## src/rtl/arb_pkg.sv

```systemverilog
// Shared types and helpers for the round-robin arbiter.
package arb_pkg;

  typedef enum logic {
    IDLE = 1'b0,
    BUSY = 1'b1
  } arb_state_t;

  // Widest one-hot vector oht2bin accepts; callers zero-extend into it.
  localparam int unsigned OHT_MAX_W = 1024;
  localparam int unsigned OHT_BIN_W = 32;

  // One-hot to binary: ORs the indices of all set bits (exact for one-hot or zero).
  function automatic logic [OHT_BIN_W-1:0] oht2bin(input logic [OHT_MAX_W-1:0] oh);
    logic [OHT_BIN_W-1:0] bin;
    bin = '0;
    for (int unsigned i = 0; i < OHT_MAX_W; i++) begin
      if (oh[i]) bin = bin | OHT_BIN_W'(i);
    end
    return bin;
  endfunction

endpackage

```

## src/rtl/arb_rr_base_pry2oht.sv

```systemverilog
// Rightmost-priority picker: keeps only the lowest set bit of req.
module pry2oht_base
  import arb_pkg::*;
#(
  parameter int unsigned WIDTH          = 32,
  parameter int unsigned IMPLEMENTATION = 0
) (
  input  logic [WIDTH-1:0] req,
  output logic [WIDTH-1:0] gnt
);

  if (IMPLEMENTATION == 0) begin : g_adder
    // Two's complement isolates the lowest set bit.
    assign gnt = req & (~req + WIDTH'(1));
  end else if (IMPLEMENTATION == 1) begin : g_loop
    logic found;
    // First set bit from the bottom wins.
    always_comb begin
      gnt   = '0;
      found = 1'b0;
      for (int unsigned i = 0; i < WIDTH; i++) begin
        if (req[i] && !found) begin
          gnt[i] = 1'b1;
          found  = 1'b1;
        end
      end
    end
  end else if (IMPLEMENTATION == 2) begin : g_vector
    logic [WIDTH-1:0] below;
    // Prefix-OR of lower bits masks off every set bit except the lowest.
    always_comb begin
      below = '0;
      for (int unsigned i = 1; i < WIDTH; i++) begin
        below[i] = below[i-1] | req[i-1];
      end
      gnt = req & ~below;
    end
  end else begin : g_bad
    $fatal(1, "pry2oht_base: unsupported IMPLEMENTATION %0d", IMPLEMENTATION);
    assign gnt = '0;
  end

endmodule

```

## src/rtl/arb_rr_base.sv

```systemverilog
// Round-robin arbiter with registered, held-until-accepted valid/ready grant.
module arb_rr_base
  import arb_pkg::*;
#(
  parameter  int unsigned WIDTH          = 32,
  parameter  int unsigned IMPLEMENTATION = 0,
  localparam int unsigned WIDTH_LOG      = $clog2(WIDTH)
) (
  input  logic                 clk,
  input  logic                 rst_n,
  input  logic [WIDTH-1:0]     req,
  output logic                 vld,
  input  logic                 rdy,
  output logic [WIDTH-1:0]     gnt,
  output logic [WIDTH_LOG-1:0] idx
);

  if (WIDTH < 2) begin : g_bad_width
    $fatal(1, "arb_rr_base: WIDTH must be >= 2");
  end

  arb_state_t           state_q, state_d;
  logic [WIDTH_LOG-1:0] ptr_q, ptr_d;
  logic [WIDTH-1:0]     gnt_d;
  logic [WIDTH_LOG-1:0] idx_d;
  logic                 vld_d;

  logic                 xfer;
  logic [WIDTH-1:0]     req_eff;
  logic [WIDTH_LOG-1:0] ptr_eff;
  logic [WIDTH-1:0]     msk;
  logic [WIDTH-1:0]     req_m;
  logic [WIDTH-1:0]     pick_m, pick_u, pick;
  logic                 any;
  logic [WIDTH_LOG-1:0] pick_idx;

  // Search inputs: on a transfer the served bit is dropped and the search starts above it.
  always_comb begin
    xfer    = (state_q == BUSY) && rdy;
    req_eff = xfer ? (req & ~gnt) : req;
    ptr_eff = xfer ? idx : ptr_q;
    msk     = '0;
    for (int unsigned i = 0; i < WIDTH; i++) begin
      msk[i] = (WIDTH_LOG'(i) > ptr_eff);
    end
    req_m = req_eff & msk;
  end

  pry2oht_base #(.WIDTH(WIDTH), .IMPLEMENTATION(IMPLEMENTATION)) u_pick_m (
    .req (req_m),
    .gnt (pick_m)
  );

  pry2oht_base #(.WIDTH(WIDTH), .IMPLEMENTATION(IMPLEMENTATION)) u_pick_u (
    .req (req_eff),
    .gnt (pick_u)
  );

  // Masked pick first, wrap to the unmasked pick when nothing lies above the pointer.
  always_comb begin
    pick     = (|req_m) ? pick_m : pick_u;
    any      = |req_eff;
    pick_idx = WIDTH_LOG'(oht2bin(OHT_MAX_W'(pick)));
  end

  // Next-state, next-grant and pointer update.
  always_comb begin
    state_d = state_q;
    ptr_d   = ptr_q;
    gnt_d   = gnt;
    idx_d   = idx;
    case (state_q)
      IDLE: begin
        if (any) begin
          state_d = BUSY;
          gnt_d   = pick;
          idx_d   = pick_idx;
        end
      end
      BUSY: begin
        if (rdy) begin
          ptr_d = idx;
          if (any) begin
            gnt_d = pick;
            idx_d = pick_idx;
          end else begin
            state_d = IDLE;
            gnt_d   = '0;
            idx_d   = '0;
          end
        end
      end
      default: begin
        state_d = IDLE;
        gnt_d   = '0;
        idx_d   = '0;
      end
    endcase
    vld_d = (state_d == BUSY);
  end

  // State, grant and pointer registers; pointer resets to the top so bit 0 is searched first.
  always_ff @(posedge clk or negedge rst_n) begin
    if (!rst_n) begin
      state_q <= IDLE;
      ptr_q   <= WIDTH_LOG'(WIDTH - 1);
      gnt     <= '0;
      idx     <= '0;
      vld     <= 1'b0;
    end else begin
      state_q <= state_d;
      ptr_q   <= ptr_d;
      gnt     <= gnt_d;
      idx     <= idx_d;
      vld     <= vld_d;
    end
  end

endmodule

```

## config.mk

```make
export PLATFORM = sky130hd
export DESIGN_NAME = arb_rr_base
export DESIGN_NICKNAME = d
export VERILOG_FILES = /design/src/rtl/arb_pkg.sv /design/src/rtl/arb_rr_base_pry2oht.sv /design/src/rtl/arb_rr_base.sv
export SDC_FILE = /design/constraint.sdc
export NUM_CORES = 1
export LEC_CHECK = 0
export CORE_MARGIN = 2
export CORE_UTILIZATION = 35
export DETAILED_ROUTE_END_ITERATION = 8
export GPL_TIMING_DRIVEN = 0
export RECOVER_POWER = 50
export SLEW_MARGIN = 20
export SYNTH_ARGS = -nofsm -noshare
export SYNTH_HDL_FRONTEND = slang
export SYNTH_SLANG_ARGS = --single-unit
export TNS_END_PERCENT = 20
```

## constraint.sdc

```tcl
create_clock -name clk -period 3.8 [get_ports clk]
set_clock_uncertainty 0.1 [all_clocks]
set_input_delay 0.95 -clock clk [delete_from_list [all_inputs] [get_ports clk]]
set_output_delay 0.95 -clock clk [all_outputs]
set_load 0.1 [all_outputs]
```

==> impl_metrics.tcl, run 1 <==
set metrics [dict create \
    grt_usage 0.3142 \
    yosys-top-cells-area "dfrtp_1 (23%), nand3_1 (9.2%), nand2_1 (5.7%), o21ai_0 (4.1%), dfstp_2 (3.2%)" \
    coreArea_um2 11470 \
    initial_core_util 0.3614 \
    synth_flop_cell "dfrtp_1" \
    crit_arrival_ns 3.84 \
    vias 5230 \
    setup_viol 0 \
    crit_path_max_incr_delay_ns 0.45 \
    wl_mm 20.76 \
    hold_viol_final 0 \
    drt_iter0_drc 593 \
    avgRoutedWirePerCell_um 26.44 \
    synth_warnings 0 \
    fmaxAchievable_ghz 0.2678 \
    max_cap_violations 1 \
    clock-root-buffer "clkbuf_16" \
    timing.rr.end "idx[3]$_DFFE_PN0P_" \
    ys_seq_area_frac 0.2612 \
    avgViaCountPerCell 6.662 \
    grt_pass1_vias 4885 \
    syn_area_per_cell_um2 7.746 \
    die_area_um2 12730 \
    syn_to_final_growth_pct 44.41 \
    start_kind "input port" \
    ios 73 \
    critPathKind "in2reg" \
    post-route-min-period_ns 3.735 \
    hold_path.class "reg2reg" \
    status "finished, violations left" \
    synth_seq_cells 43 \
    worstPathCellList "buf_12 -> buf_8 -> and3_1 -> a21oi_1 -> o2111ai_2 -> o2111ai_4 -> or3_4 -> nor4_4 -> buf_4 -> a31o_2 -> nor4b_4 -> nand4_1 -> o31a_1" \
    crit_start "rdy" \
    numCtsBuffers 5 \
    dp_cells 750 \
    cp.required_ns 3.90 \
    gp_congestion 0.9778 \
    rows 39 \
    instances_no_fill 785 \
    ff2ff_setup_slack_ns 0.13 \
    insertion_delay_ns 0.31 \
    cts_max_level 2 \
    grt_overflow 0 \
    post-route-util 0.5219 \
    port_buffers 71 \
    r2r_start "state_q$_DFFE_PN0P_" \
    power_density_nw_per_um2 430.0 \
    synth_edf_count 0 \
    min_period_over_period 0.9828 \
    dp_hpwl_mm 15.14 \
    leakage_nw 2.279 \
    synth_top_area_frac 0.2295 \
    postPlaceCellArea_um2 5049 \
    min_path_cells 2 \
    critPathTopFamily "compound AO/OA/AOI/OAI gates" \
    nNetsFinal 676 \
    maxSlewViolCount 26 \
    slowest_stage "a21oi_1" \
    cp_num_buf_inv 3 \
    grt_max_degree 26 \
    whs_endpoint "gnt[7]$_DFFE_PN0P_" \
    cp-end-kind "register" \
    fin_area_um2 5984 \
    irDropWorstVdd_v 0.0003639 \
    max-slew-margin-rel -0.07812 \
    hold_path_startpoint "gnt[7]$_DFFE_PN0P_" \
    finalPower_mw 2.573 \
    synth_cells 535 \
    rsz0062_at_grt "yes" \
    finalSetupTns_ns 0 \
    tightestPinTransition_ns 1.617 \
    synthArstFlopShare 1.000 \
    drive_gt1_frac 0.2414 \
    cts_max_path_buffers 2 \
    synthesis.area_um2 4144 \
    route.detailed.drc 0 \
    die_h_um 112.8 \
    synth_cell_types 90 \
    first_pass_iters 7 \
    diodes 0 \
    die_x_um 112.8 \
    cts_sinks 43 \
    cts_tree "built" \
    reg2reg_depth 14 \
    synth_nets 570 \
    antenna_found_initial 0 \
    clk_pin_slew_worst_paths_ns 0.08 \
    crit_fanout 10 \
    grt_pass1_wl_mm 30.05 \
    synth.most_common_cell "nand3_1" \
    ant_nets 0 \
    yosysTopAreaCell "dfrtp_1" \
    violations "max-capacitance violations, max-slew violations" \
    yosys-top-cells-count "nand3_1 (76), nand2_1 (63), dfrtp_1 (38)" \
]
[cells in the final DEF (no fill, tap or decap), types with 6 or more instances in the layout]
cell type | netlist | routed
o21ai_1 | 10 | 8
dfrtp_1 | 38 | 38
inv_1 | 9 | 9
nand4_1 | 16 | 16
and2_1 | 9 | 9
a22oi_1 | 8 | 6
nor3_1 | 11 | 11
nand2b_1 | 7 | 7
nand2_1 | 63 | 63
a31o_2 | 6 | 6
nand3_1 | 76 | 73
nor4_1 | 7 | 6
buf_6 | 8 | 7
nor2_1 | 28 | 25
clkbuf_16 | 0 | 7
clkdlybuf4s50_1 | 0 | 68
a21oi_1 | 21 | 17
nor2b_1 | 11 | 10
o21ai_0 | 34 | 29
a21boi_2 | 1 | 6
buf_4 | 4 | 30
o211ai_1 | 6 | 6
clkbuf_1 | 9 | 8
[final cells by class]
class                      instances  area [µm²]
sequential                        43        1082
clock inverter                     3       43.79
inverter                          12       45.04
multi-input combinational        449        3293
buffer                            30       265.3
tap                              143       178.9
fill                            1075        5483
timing repair buffer             100       950.9
clock buffer                       5       125.1
[what timing repair did]
item / 4_1_cts / 5_1_grt
hold buffers: 0 / 0
setup buffers: 13 / 12
pin swaps: 12 / 15
gates resized for setup: 60 / 55
endpoints found under the setup margin: 37 / 36
cloned: 0 / 4
[worst min-delay path, stage by stage (launching register included)]
cell	delay, ns
dfrtp_1	0.37
nand3_1	0.07
nand2_1	0.07
[per-layer routing]
metal,GRT usage,part of all wire,up-vias
li1,-,-,2298
met1,0.4358,0.43,2556
met2,0.4758,0.44,317
met3,0.06642,0.090,59
met4,0.1301,0.044,0
met5,0,0,-
[metrics by stage]
step | setup slack, ns | hold slack (ns)
global placement | -0.8804 | 0.4105
detailed placement | -0.8415 | 0.4211
CTS | 0.008830 | 0.4418
finish | 0.06518 | 0.4455
floorplan | 0.007550 | 0.5544
global route | -0.01085 | 0.4809
[how the worst max path moves through the flow]
stage | endpoint | slack (ns) | depth (start not counted)
floorplan | gnt[4]$_DFFE_PN0P_ | 0.008 | 11
global placement | idx[0]$_DFFE_PN0P_ | -0.88 | 14
detailed placement | idx[0]$_DFFE_PN0P_ | -0.84 | 14
CTS | idx[3]$_DFFE_PN0P_ | 0.009 | 14
global route | idx[0]$_DFFE_PN0P_ | -0.01 | 12
finish | idx[1]$_DFFE_PN0P_ | 0.07 | 13
[sequential cells by signal, summed over array words and instances, names as in the netlist]
| name | count |
|---|---|
| state_q | 1 |
| ptr_q | 5 |
| idx | 5 |
| gnt | 32 |
[kinds of logic after synthesis]
logic type	synth area share
buffers and inverters	0.06099
multiplexers	0.01027
flip-flops	0.2612
AND/OR/NAND/NOR	0.3602
AO/OA/AOI/OAI	0.3074
[where the power goes]
part / internal [mW] / leakage, nW / switching (mW)
clock: 0.311 / 0.0838 / 0.218
combinational: 0.485 / 1.63 / 0.932
sequential: 0.521 / 0.564 / 0.106
Note: power is estimated with default switching activity, not from simulation.
==> run 2: changes to the inputs <==
--- a/config.mk
+++ b/config.mk
@@ -5,8 +5,8 @@
 export SDC_FILE = /design/constraint.sdc
 export NUM_CORES = 1
 export LEC_CHECK = 0
-export CORE_MARGIN = 2
 export CORE_UTILIZATION = 35
+export CTS_BUF_LIST = sky130_fd_sc_hd__clkbuf_8
 export DETAILED_ROUTE_END_ITERATION = 8
 export GPL_TIMING_DRIVEN = 0
 export RECOVER_POWER = 50
==> constraint.sdc (replaced) <==
create_clock -name clk -period 3.05 [get_ports clk]
set_clock_uncertainty 0.1 [all_clocks]
set_input_delay 0.7625 -clock clk [delete_from_list [all_inputs] [get_ports clk]]
set_output_delay 0.7625 -clock clk [all_outputs]
set_load 0.1 [all_outputs]
==> impl_metrics.tcl, run 2 (same netlist as run 1, synthesis figures left out) <==
set metrics [dict create \
    largest_reg_flops 32 \
    rows 39 \
    grt_pass1_vias 5419 \
    post-route-min-period_ns 3.546 \
    largest_register "gnt" \
    vias 5635 \
    grt_usage 0.3404 \
    finalPower_mw 3.274 \
    layout_commonest_cell "buf_4" \
    insertion_delay_ns 0.33 \
    die_x_um 110.8 \
    avgViaCountPerCell 6.669 \
    clk_pin_slew_worst_paths_ns 0.10 \
    min_period_over_period 1.163 \
    critPathKind "reg2reg" \
    crit_fanout 7 \
    irDropWorstVdd_v 0.0004226 \
    cts_max_level 2 \
    hold_viol_final 0 \
    fmaxAchievable_ghz 0.2820 \
    setup_viol 37 \
    drive_gt1_frac 0.4274 \
    cts_tree "built" \
    numCtsBuffers 5 \
    wl_mm 21.79 \
    maxSlewViolCount 27 \
    violations "max-capacitance violations, max-slew violations, negative setup slack" \
    cts_sinks 43 \
    max_cap_violations 1 \
    hold_path.class "reg2reg" \
    syn_to_final_growth_pct 72.52 \
    clock-root-buffer "clkbuf_8" \
    ant_nets 0 \
    crit_arrival_ns 3.66 \
    die_area_um2 12280 \
    antenna_found_initial 0 \
    final_cell_mix "buf_4 (75), clkdlybuf4s50_1 (64), nand3_1 (61)" \
    die_h_um 110.8 \
    max-slew-margin-rel -0.1147 \
    cts_max_path_buffers 2 \
    grt_overflow 0 \
    leakage_nw 2.762 \
    diodes 0 \
    power_density_nw_per_um2 458.0 \
    post-route-util 0.6235 \
    status "finished, violations left" \
    initial_core_util 0.3614 \
    port_buffers 71 \
    gp_congestion 0.9591 \
    rsz0062_at_grt "yes" \
    avgRoutedWirePerCell_um 25.78 \
    grt_pass1_wl_mm 31.91 \
    timing.final.ws_setup_ns -0.4961 \
    postCtsHoldBufs 0 \
    fin_area_um2 7149 \
    route.detailed.drc 0 \
    reg.largest.list "gnt x32, idx x5, ptr_q x5" \
    coreArea_um2 11470 \
    dp_hpwl_mm 14.74 \
    cp.required_ns 3.16 \
    cp-end-kind "register" \
    first_pass_iters 6 \
    place_ws_ns -1.301 \
    tightestPinTransition_ns 1.672 \
    postPlaceCellArea_um2 5136 \
    ios 73 \
    grt_max_degree 27 \
    start_kind "register" \
    nNetsFinal 736 \
    drt_iter0_drc 645 \
]
[run 2: area by class of cell]
cell class                      instances  area, µm²
Buffer                                 27      340.3
Clock inverter                          3      41.29
Tap cell                              143      178.9
Inverter                               12      47.55
Fill cell                             941       4318
Sequential cell                        43       1097
Multi-Input combinational cell        450       3811
Timing Repair Buffer                  162       1564
Clock buffer                            5      68.82
[run 2: per-layer routing]
metal | share of wire | vias up | GRT usage
met5 | 0 | - | 0
met4 | 0.051 | 0 | 0.1627
met3 | 0.11 | 97 | 0.06342
met2 | 0.44 | 412 | 0.5151
met1 | 0.39 | 2707 | 0.4659
li1 | - | 2419 | -
[run 2: what timing repair did]
action,in CTS,in global routing
gates resized for setup,172,77
cloned,6,1
endpoints found under the setup margin,38,39
buffers inserted,59,26
pin swaps,57,36
[run 2: worst paths after layout]
| path | startpoint | end | slack (ns) | cells past startpoint |
|---|---|---|---|---|
| max | state_q$_DFFE_PN0P_ | idx[1]$_DFFE_PN0P_ | -0.50 | 14 |
| max reg2reg | state_q$_DFFE_PN0P_ | idx[1]$_DFFE_PN0P_ | -0.50 | 14 |
| min | gnt[0]$_DFFE_PN0P_ | gnt[0]$_DFFE_PN0P_ | 0.44 | 1 |
| max in group asynchronous | rst_n | state_q$_DFFE_PN0P_ | 0.07 | 2 |
| min in group asynchronous | rst_n | gnt[31]$_DFFE_PN0P_ | 0.49 | 1 |
| min reg2reg | gnt[0]$_DFFE_PN0P_ | gnt[0]$_DFFE_PN0P_ | 0.44 | 1 |
[run 2: where the power goes]
| group | total (mW) | switching (mW) | leakage, nW | internal [mW] |
|---|---|---|---|---|
| registers | 0.825 | 0.172 | 0.552 | 0.653 |
| logic | 1.96 | 1.22 | 2.15 | 0.749 |
| clock network | 0.485 | 0.244 | 0.0556 | 0.242 |
| total | 3.27 | 1.63 | 2.76 | 1.64 |
[run 2: per-stage QoR]
step / hold WS, ns / std cells / TNS (ns)
after detailed placement: 0.4168 / 750 / -40.78
after global placement: 0.4207 / 749 / -51.50
after global routing: 0.4532 / 845 / -14.38
final: 0.4434 / 845 / -8.478
after CTS: 0.2859 / 819 / -7.701
after floorplan: 0.3669 / 535 / -5.001
[run 2: worst max-delay path: stages (launching register included)]
cell and delay, ns:
dfrtp_4 0.58, buf_6 0.17, buf_4 0.13, a211o_4 0.35, o31ai_4 0.12, nand4_1 0.25, o2111ai_4 0.17, or3_4 0.19
nor4_4 0.05, buf_4 0.14, buf_4 0.17, a31o_4 0.27, nor4b_4 0.34, nand4_1 0.13, o31a_1 0.25
==> run 3: changes to the inputs <==
--- a/config.mk
+++ b/config.mk
@@ -5,10 +5,11 @@
 export SDC_FILE = /design/constraint.sdc
 export NUM_CORES = 1
 export LEC_CHECK = 0
-export CORE_UTILIZATION = 35
+export CORE_UTILIZATION = 45
 export CTS_BUF_LIST = sky130_fd_sc_hd__clkbuf_8
 export DETAILED_ROUTE_END_ITERATION = 8
 export GPL_TIMING_DRIVEN = 0
+export PLACE_DENSITY = 0.73
 export RECOVER_POWER = 50
 export SLEW_MARGIN = 20
 export SYNTH_ARGS = -nofsm -noshare
==> impl_metrics.tcl, run 3 (same netlist as run 1, synthesis figures left out) <==
set metrics [dict create \
    hold_path.class "reg2reg" \
    crit_arrival_ns 3.71 \
    max_cap_violations 1 \
    ff2ff_setup_slack_ns -0.52 \
    met1_length_mm 7.864 \
    largest_reg_flops 32 \
    route.detailed.drc 1 \
    insertion_delay_ns 0.32 \
    violations "design-rule violations, max-capacitance violations, max-slew violations, negative setup slack" \
    numCtsBuffers 5 \
    first_pass_iters 9 \
    port_buffers 71 \
    route.met2.wl_mm 9.024 \
    timing.rr.end "idx[4]$_DFFE_PN0P_" \
    instances_no_fill 784 \
    rows 34 \
    grt_max_degree 25 \
    route.met3.wl_mm 2.702 \
    setup_viol 37 \
    ios 73 \
    cts_max_level 2 \
    post-route-util 0.7448 \
    tightestPinTransition_ns 1.574 \
    die_x_um 97.96 \
    rsz0062_at_grt "yes" \
    post-route-min-period_ns 3.569 \
    leakage_nw 2.522 \
    clk_pin_slew_worst_paths_ns 0.11 \
    hold_viol_final 0 \
    avgViaCountPerCell 7.255 \
    antenna_found_initial 0 \
    cp.required_ns 3.19 \
    finalPower_mw 3.188 \
    crit_fanout 10 \
    gp_congestion 0.9902 \
    die_h_um 97.96 \
    die_area_um2 9596 \
    cts_tree "built" \
    ant_nets 0 \
    critPathKind "reg2reg" \
    timing.final.ws_setup_ns -0.5185 \
    start_kind "register" \
    top_layer_used "met4" \
    layout_commonest_cell "clkdlybuf4s50_1" \
    r2r_start "state_q$_DFFE_PN0P_" \
    vias 5688 \
    min_period_over_period 1.170 \
    reg.largest.list "gnt x32, idx x5, ptr_q x5" \
    reg2reg_depth 14 \
    syn_to_final_growth_pct 58.27 \
    irDropWorstVdd_v 0.0003901 \
    endpoint "idx[4]$_DFFE_PN0P_" \
    power_density_nw_per_um2 486.1 \
    grt_pass1_wl_mm 30.37 \
    grt_pass1_vias 5316 \
    status "finished, violations left" \
    final_cell_mix "clkdlybuf4s50_1 (66), nand3_1 (64), buf_4 (59)" \
    cp-end-kind "register" \
    largest_register "gnt" \
    drt_iter0_drc 901 \
    wl_mm 20.83 \
    maxSlewViolCount 25 \
    crit_start "state_q$_DFFE_PN0P_" \
    dp_hpwl_mm 13.96 \
    drive_gt1_frac 0.3698 \
    cts_sinks 43 \
    clock-root-buffer "clkbuf_8" \
    fill_cells 652 \
    max-slew-margin-rel -0.04950 \
    avgRoutedWirePerCell_um 26.57 \
    dp_cells 715 \
    cts_max_path_buffers 2 \
    grt_usage 0.4167 \
    nNetsFinal 710 \
    coreArea_um2 8806 \
    fmaxAchievable_ghz 0.2802 \
    grt_overflow 0 \
    diodes 0 \
    initial_core_util 0.4706 \
]
==> run 3: changes by cell type in the layout (fill, tap and decap cells not counted), moves of 3 or more <==
cell            previous run  this run
buf_4                     75        59
nand3_1                   61        64
buf_12                    15        11
o21ai_0                   13        16
a41oi_1                    0         3
dlymetal6s2s_1             3         0
==> run 3: final cells by class <==
type | count | area [µm²] | area share
repair buffers | 136 | 1246 | 0.1900
clock inverters | 3 | 41.29 | 0.006295
well taps | 108 | 135.1 | 0.02060
clock buffers | 5 | 68.82 | 0.01049
multi-input cells | 450 | 3570 | 0.5443
plain buffers | 27 | 352.8 | 0.05380
inverters | 12 | 47.55 | 0.007249
flip-flops and latches | 43 | 1097 | 0.1673
==> run 3: timing repair <==
| item | 4_1_cts | 5_1_grt |
|---|---|---|
| pin swaps | 43 | 36 |
| resized for setup | 135 | 82 |
| buffers inserted | 45 | 17 |
| cloned | 4 | 0 |
| hold buffers | 0 | 0 |
| setup endpoints to repair | 38 | 38 |
==> run 3: worst min path at each step <==
| stage | slack, ns | from | cells after the start | to |
|---|---|---|---|---|
| 6_report | 0.44 | gnt[0]$_DFFE_PN0P_ | 1 | gnt[0]$_DFFE_PN0P_ |
| 3_5_place_dp | 0.42 | gnt[0]$_DFFE_PN0P_ | 1 | gnt[0]$_DFFE_PN0P_ |
| 3_3_place_gp | 0.41 | gnt[31]$_DFFE_PN0P_ | 2 | gnt[31]$_DFFE_PN0P_ |
| 5_1_grt | 0.45 | gnt[0]$_DFFE_PN0P_ | 1 | gnt[0]$_DFFE_PN0P_ |
| 4_1_cts | 0.31 | rst_n | 1 | gnt[3]$_DFFE_PN0P_ |
| 2_1_floorplan | 0.37 | rst_n | 0 | gnt[0]$_DFFE_PN0P_ |
==> run 3: metal layers <==
| metal | vias up | track usage |
|---|---|---|
| met1 | 2696 | 0.5564 |
| met4 | 0 | 0.1853 |
| met3 | 115 | 0.09735 |
| met5 | - | 0 |
| li1 | 2368 | - |
| met2 | 509 | 0.6408 |
==> run 3: per-stage QoR <==
stage | hold WS [ns] | setup TNS, ns | instance area [µm²] | setup WS [ns]
floorplan | 0.3669 | -5.001 | 4232 | -0.3575
global placement | 0.4122 | -50.30 | 5077 | -1.370
detailed placement | 0.4163 | -43.34 | 5092 | -1.335
CTS | 0.3098 | -9.636 | 6143 | -0.4102
global route | 0.4507 | -14.56 | 6559 | -0.5700
finish | 0.4365 | -11.49 | 6559 | -0.5185
==> run 3: power by group <==
part	switching (mW)	total (mW)	internal (mW)
Clock	0.245	0.487	0.242
Sequential	0.168	0.821	0.653
Combinational	1.17	1.88	0.707
==> run 3: worst max-delay path, cell delays in order (launching register included) <==
cell      delay, ns
dfrtp_4        0.56
and2_4         0.30
buf_12         0.18
o221ai_2       0.13
or4_4          0.61
nor3_4         0.32
buf_4          0.17
buf_6          0.12
nand3_4        0.09
nor2_4         0.14
a22o_1         0.17
nand3_2        0.17
buf_4          0.19
nand2_1        0.06
o41a_1         0.17
